`config.mk`:
```
export PLATFORM = sky130hd
export DESIGN_NAME = pipe_reg_chain
export DESIGN_NICKNAME = d
export VERILOG_FILES = /design/src/rtl/pipe_pkg.sv /design/src/rtl/pipe_stage.sv /design/src/rtl/pipe_reg_chain.sv
export SDC_FILE = /design/constraint.sdc
export NUM_CORES = 1
export LEC_CHECK = 0
export CORE_MARGIN = 3
export CORE_UTILIZATION = 45
export DETAILED_ROUTE_END_ITERATION = 8
export GPL_ROUTABILITY_DRIVEN = 0
export PLACE_DENSITY = 0.8
export SLEW_MARGIN = 20
export SYNTH_ARGS = -nofsm -noshare
export SYNTH_HDL_FRONTEND = slang
export SYNTH_SLANG_ARGS = --single-unit
```
`constraint.sdc`:
```
create_clock -name clk -period 5.1 [get_ports clk]
set_input_delay 1.02 -clock clk [delete_from_list [all_inputs] [get_ports clk]]
set_output_delay 1.02 -clock clk [all_outputs]
set_load 0.05 [all_outputs]
```
`src/rtl/pipe_pkg.sv`:
```
// Shared constants and helpers for the elastic register chain.
package pipe_pkg;

  localparam int MAX_DEPTH = 8;

  function automatic int cnt_width(input int depth);
    return $clog2(depth + 1);
  endfunction

endpackage

```
`src/rtl/pipe_stage.sv`:
```
// One elastic register slot: loads from its predecessor whenever it is empty
// or the downstream slot can take its word, otherwise holds.
module pipe_stage #(
  parameter int                 DWIDTH  = 32,
  parameter logic [DWIDTH-1:0]  RST_VAL = '0
) (
  input  logic              clk,
  input  logic              rst,
  input  logic              flush_i,
  input  logic              v_in,
  input  logic [DWIDTH-1:0] d_in,
  input  logic              r_out,
  output logic              v_o,
  output logic [DWIDTH-1:0] d_o,
  output logic              r_o
);

  // An empty slot always accepts, which is what collapses bubbles.
  assign r_o = !v_o | r_out;

  always_ff @(posedge clk or posedge rst) begin
    if (rst) begin
      v_o <= 1'b0;
    end else if (flush_i) begin
      v_o <= 1'b0;
    end else if (r_o) begin
      v_o <= v_in;
    end
  end

  // Data only moves with a valid word, so bubbles never toggle the register.
  always_ff @(posedge clk or posedge rst) begin
    if (rst) begin
      d_o <= RST_VAL;
    end else if (!flush_i && r_o && v_in) begin
      d_o <= d_in;
    end
  end

endmodule

```
`src/rtl/pipe_reg_chain.sv`:
```
// Chain of DEPTH elastic register stages with valid/ready on both ends,
// synchronous flush and a registered occupancy count.
module pipe_reg_chain
  import pipe_pkg::*;
#(
  parameter int                 DWIDTH  = 32,
  parameter int                 DEPTH   = 2,
  parameter logic [DWIDTH-1:0]  RST_VAL = '0
) (
  input  logic                          clk,
  input  logic                          rst,
  input  logic                          in_valid_i,
  input  logic [DWIDTH-1:0]             in_data_i,
  output logic                          in_ready_o,
  output logic                          out_valid_o,
  output logic [DWIDTH-1:0]             out_data_o,
  input  logic                          out_ready_i,
  input  logic                          flush_i,
  output logic [cnt_width(DEPTH)-1:0]   count_o
);

  localparam int CW = cnt_width(DEPTH);

  function automatic logic [CW-1:0] popcount(input logic [DEPTH-1:0] bits);
    logic [CW-1:0] acc;
    acc = '0;
    for (int i = 0; i < DEPTH; i++) begin
      acc = acc + CW'(bits[i]);
    end
    return acc;
  endfunction

  logic [DEPTH-1:0]  v;
  logic [DEPTH-1:0]  v_prev;
  logic [DEPTH-1:0]  v_nxt;
  logic [DEPTH:0]    r;
  logic [DWIDTH-1:0] d      [DEPTH];
  logic [DWIDTH-1:0] d_prev [DEPTH];
  logic [CW-1:0]     cnt_p0;

  // Ready ripples combinationally from the tail so the chain sustains one word per cycle.
  assign r[DEPTH] = out_ready_i;

  for (genvar k = 0; k < DEPTH; k++) begin : g_stage
    if (k == 0) begin : g_head
      assign v_prev[k] = in_valid_i;
      assign d_prev[k] = in_data_i;
    end else begin : g_body
      assign v_prev[k] = v[k-1];
      assign d_prev[k] = d[k-1];
    end

    pipe_stage #(
      .DWIDTH  (DWIDTH),
      .RST_VAL (RST_VAL)
    ) u_stage (
      .clk     (clk),
      .rst     (rst),
      .flush_i (flush_i),
      .v_in    (v_prev[k]),
      .d_in    (d_prev[k]),
      .r_out   (r[k+1]),
      .v_o     (v[k]),
      .d_o     (d[k]),
      .r_o     (r[k])
    );
  end

  assign in_ready_o  = r[0] & !flush_i;
  assign out_valid_o = v[DEPTH-1] & !flush_i;
  assign out_data_o  = d[DEPTH-1];

  // Mirror of the stage valid updates, used only to register the occupancy.
  always_comb begin
    v_nxt = '0;
    for (int k = 0; k < DEPTH; k++) begin
      if (!flush_i) begin
        v_nxt[k] = r[k] ? v_prev[k] : v[k];
      end
    end
  end

  // Occupancy stage boundary
  always_ff @(posedge clk or posedge rst) begin
    if (rst) begin
      cnt_p0 <= '0;
    end else begin
      cnt_p0 <= popcount(v_nxt);
    end
  end

  assign count_o = cnt_p0;

endmodule
```
==> run_results.csv <==
group,metric,value,unit
critical_path,crit_family,"buffers and inverters",
placement,portBuffers,72,
worst_hold_path,worstHoldStart,"g_stage[1].u_stage.d_o[19]",
critical_path,path_cells,"clkdlybuf4s50_1 > and3b_1 > nor2_1 > clkdlybuf4s50_1",
timing,post-route-min-period,3.592,ns
cts,cts-root-buf,"clkbuf_8",
logic_synthesis,synth_seq_cells,68,
critical_path,slowest_delay,0.81,ns
critical_path,path_buf_inv,2,
logic_synthesis,ys_warn_count,0,
die,io-pin-count,73,
placement,post-dp-hpwl,3156,microns
cts,clkTransAtPathRegs,0.07,ns
critical_path,reg2reg_setup_slack,3.21,ns
die,rows,28,
logic_synthesis,synth-xor-area-share,0,
critical_path,end_kind,"output pin",
route,vias,1489,
timing,finalCritPeriodShare,0.7043,
worst_hold_path,min_path_type,"reg -> reg",
critical_path,cp_data_arrival_time,2.57,ns
power_and_ir_drop,clkPwrFrac,0.218,
timing,fmax,278.4,MHz
timing,setup_viol,0,
timing,clock_skew,0.005393,ns
final_layout,area_growth,24.53,%
global_routing,antenna_found_initial,0,
global_routing,grt_pass1_wl,8100,microns
timing,finalHoldViolCount,0,
logic_synthesis,synthAdderAreaFrac,0.004310,
logic_synthesis,synth_compound_area_frac,0.001724,
route,dr.pass1.iters,6,
cts,post-cts-setup-buffers,0,
route,final_antenna_net_count,0,
critical_path,crit_fanout,3,
run_status,outcome,"finished, final reports clean",
cts,ctsHtreeMaxLevel,3,
critical_path,cp_slowest_cell,"clkdlybuf4s50_1",
die,die_w,86.32,microns
route,drc,0,
power_and_ir_drop,switchingPower,0.0006216,W
final_layout,drive_gt1_frac,0.3504,
route,routed.top_layer,"met4",
route,drtIter0Drc,49,
power_and_ir_drop,power_leakage,1.648,nW
worst_hold_path,min_path_cells,1,
global_routing,grt_pass1_vias,1651,
timing,rsz0062_at_grt,"false",
global_routing,overflow,0,
logic_synthesis,yosys.area_share.simple,0.01681,
cts,cts_hold_buf,0,
die,core_area,6096,sq um
die,start_util,0.4762,
placement,dp.cells,294,
critical_path,start_kind,"primary input",
logic_synthesis,yosysUniqueCellTypes,15,
critical_path,r2r_start,"g_stage[0].u_stage.v_o",
timing,slew_violations,0,
route,routed_wl,4744,microns
logic_synthesis,syn_avg_cell_area,15.86,sq um
logic_synthesis,synth_mux_area_frac,0.2871,
power_and_ir_drop,power_per_cell_area,484.3,nW/um^2
worst_hold_path,min_to,"g_stage[1].u_stage.d_o[19]",
logic_synthesis,synth_top_family_by_area,"multiplexers",
route,post_drt_wl_per_cell,15.35,microns
timing,tightestPinTransition,0.6462,ns
route,dr_wl_met3,309,microns
run,maxCapViolCount,0,
logic_synthesis,netlist_area,2903,sq um
logic_synthesis,synth-seq-area-share,0.5862,
logic_synthesis,synth_nets,221,
power_and_ir_drop,p_int,0.001129,W
cts,cts_tree,"yes",
critical_path,ff2ff_path_depth,4,
critical_path,required,4.08,ns
cts,cts_buffer_depth,2,
die,die_area,7450,sq um
power_and_ir_drop,combinationalPowerShare,0.372,
final_layout,fin_cells,309,
route,wl_met2,2409,microns
final_layout,nets,268,
critical_path,path_common_cell,"clkdlybuf4s50_1",
power_and_ir_drop,switching_share,0.3551,
cts,insertion_delay,0.33,ns
route,via_per_inst,4.819,
global_routing,grt_max_degree,38,
route,wl_met1,1967,microns
die,die_y,86.32,microns
cts,cts-resized-gates,0,
cts,cts_made_buffers,9,
power_and_ir_drop,power,0.001751,W
global_routing,grtUsageTotal,0.1439,
timing,tns,0,ns
critical_path,reg2reg_to,"g_stage[0].u_stage.d_o[19]",
power_and_ir_drop,ir_drop,262.9,uV
cts,numClockSinks,68,
timing,relSlewSlack,0.5686,
logic_synthesis,synthCells,183,
power_and_ir_drop,seqPwrFrac,0.410,
critical_path,crit_type,"in -> out",
final_layout,diodes,0,
## cell families (layout without fill, tap and decap cells)
| logic type | after synthesis | in the layout |
|---|---|---|
| flops | 68 | 68 |
| mux | 64 | 64 |
| buf+inv | 41 | 92 |
| simple gates | 8 | 8 |
| fa+ha+maj | 1 | 1 |
| compound gates | 1 | 1 |
## state kept, by name (all words and copies together) (netlist names)
signal               cells
count_o                  2
g_stage.u_stage.d_o     64
g_stage.u_stage.v_o      2
## how the worst max path moves through the flow
stage / start / end / slack, ns / cells after the start
floorplan: out_ready_i / in_ready_o / 2.23 / 2
global placement: out_ready_i / in_ready_o / 1.52 / 4
detailed placement: out_ready_i / in_ready_o / 1.49 / 4
CTS: out_ready_i / in_ready_o / 1.50 / 4
global route: out_ready_i / in_ready_o / 1.45 / 4
finish: out_ready_i / in_ready_o / 1.51 / 4
## metrics by stage
| stage | utilization | area [sq um] | setup slack, ns | hold WS, ns |
|---|---|---|---|---|
| floorplan | - | 2903 | 2.235 | 0.4750 |
| global placement | 0.5653 | 3446 | 1.523 | 0.4802 |
| detailed placement | 0.5653 | 3446 | 1.494 | 0.4913 |
| CTS | 0.5930 | 3615 | 1.497 | 0.5067 |
| global route | 0.5930 | 3615 | 1.453 | 0.5206 |
| finish | 0.5930 | 3615 | 1.508 | 0.5043 |
## Yosys cell counts (all sizes together)
cell type	number	area (sq um)
dfrtp	68	1702
mux2	64	833.3
buf	39	294.0
nor2	3	11.26
inv	2	7.510
a21oi	1	5.000
and3b	1	8.760
ha	1	12.51
nand2b	1	6.260
nand3b	1	7.510
nor2b	1	6.260
or3b	1	8.760
## cells in the final DEF (no fill, tap or decap), types with 2 or more instances in the layout
cell type,netlist,layout
clkdlybuf4s50_1,0,72
dfrtp_1,68,68
mux2_2,34,34
mux2_4,30,30
clkbuf_8,0,11
nor2_1,3,3
buf_4,32,3
clkbuf_1,0,2
clkinv_2,0,2
## per-layer routing
metal / vias to the layer above / GRT usage
met5: - / 0
met4: 0 / 0.06799
li1: 679 / -
met2: 56 / 0.2362
met1: 746 / 0.1706
met3: 8 / 0.04848
## power by group through the flow
stage                     registers (W)  clock network, W  logic, W
after floorplan                0.000713                 0  0.000563
after global placement         0.000725                 0  0.000647
after detailed placement       0.000728                 0  0.000657
after CTS                      0.000720          0.000399  0.000658
after global routing           0.000735          0.000422  0.000679
final                          0.000718          0.000382  0.000651
## final cells by class
class | count | area [sq um]
Clock buffer | 13 | 158.9
Clock inverter | 2 | 10.01
Fill cell | 493 | 2481
Inverter | 2 | 7.507
Multi-Input combinational cell | 74 | 899.6
Sequential cell | 68 | 1702
Tap cell | 75 | 93.84
Timing Repair Buffer | 75 | 743.2
Note: power is estimated with default switching activity, not from simulation.
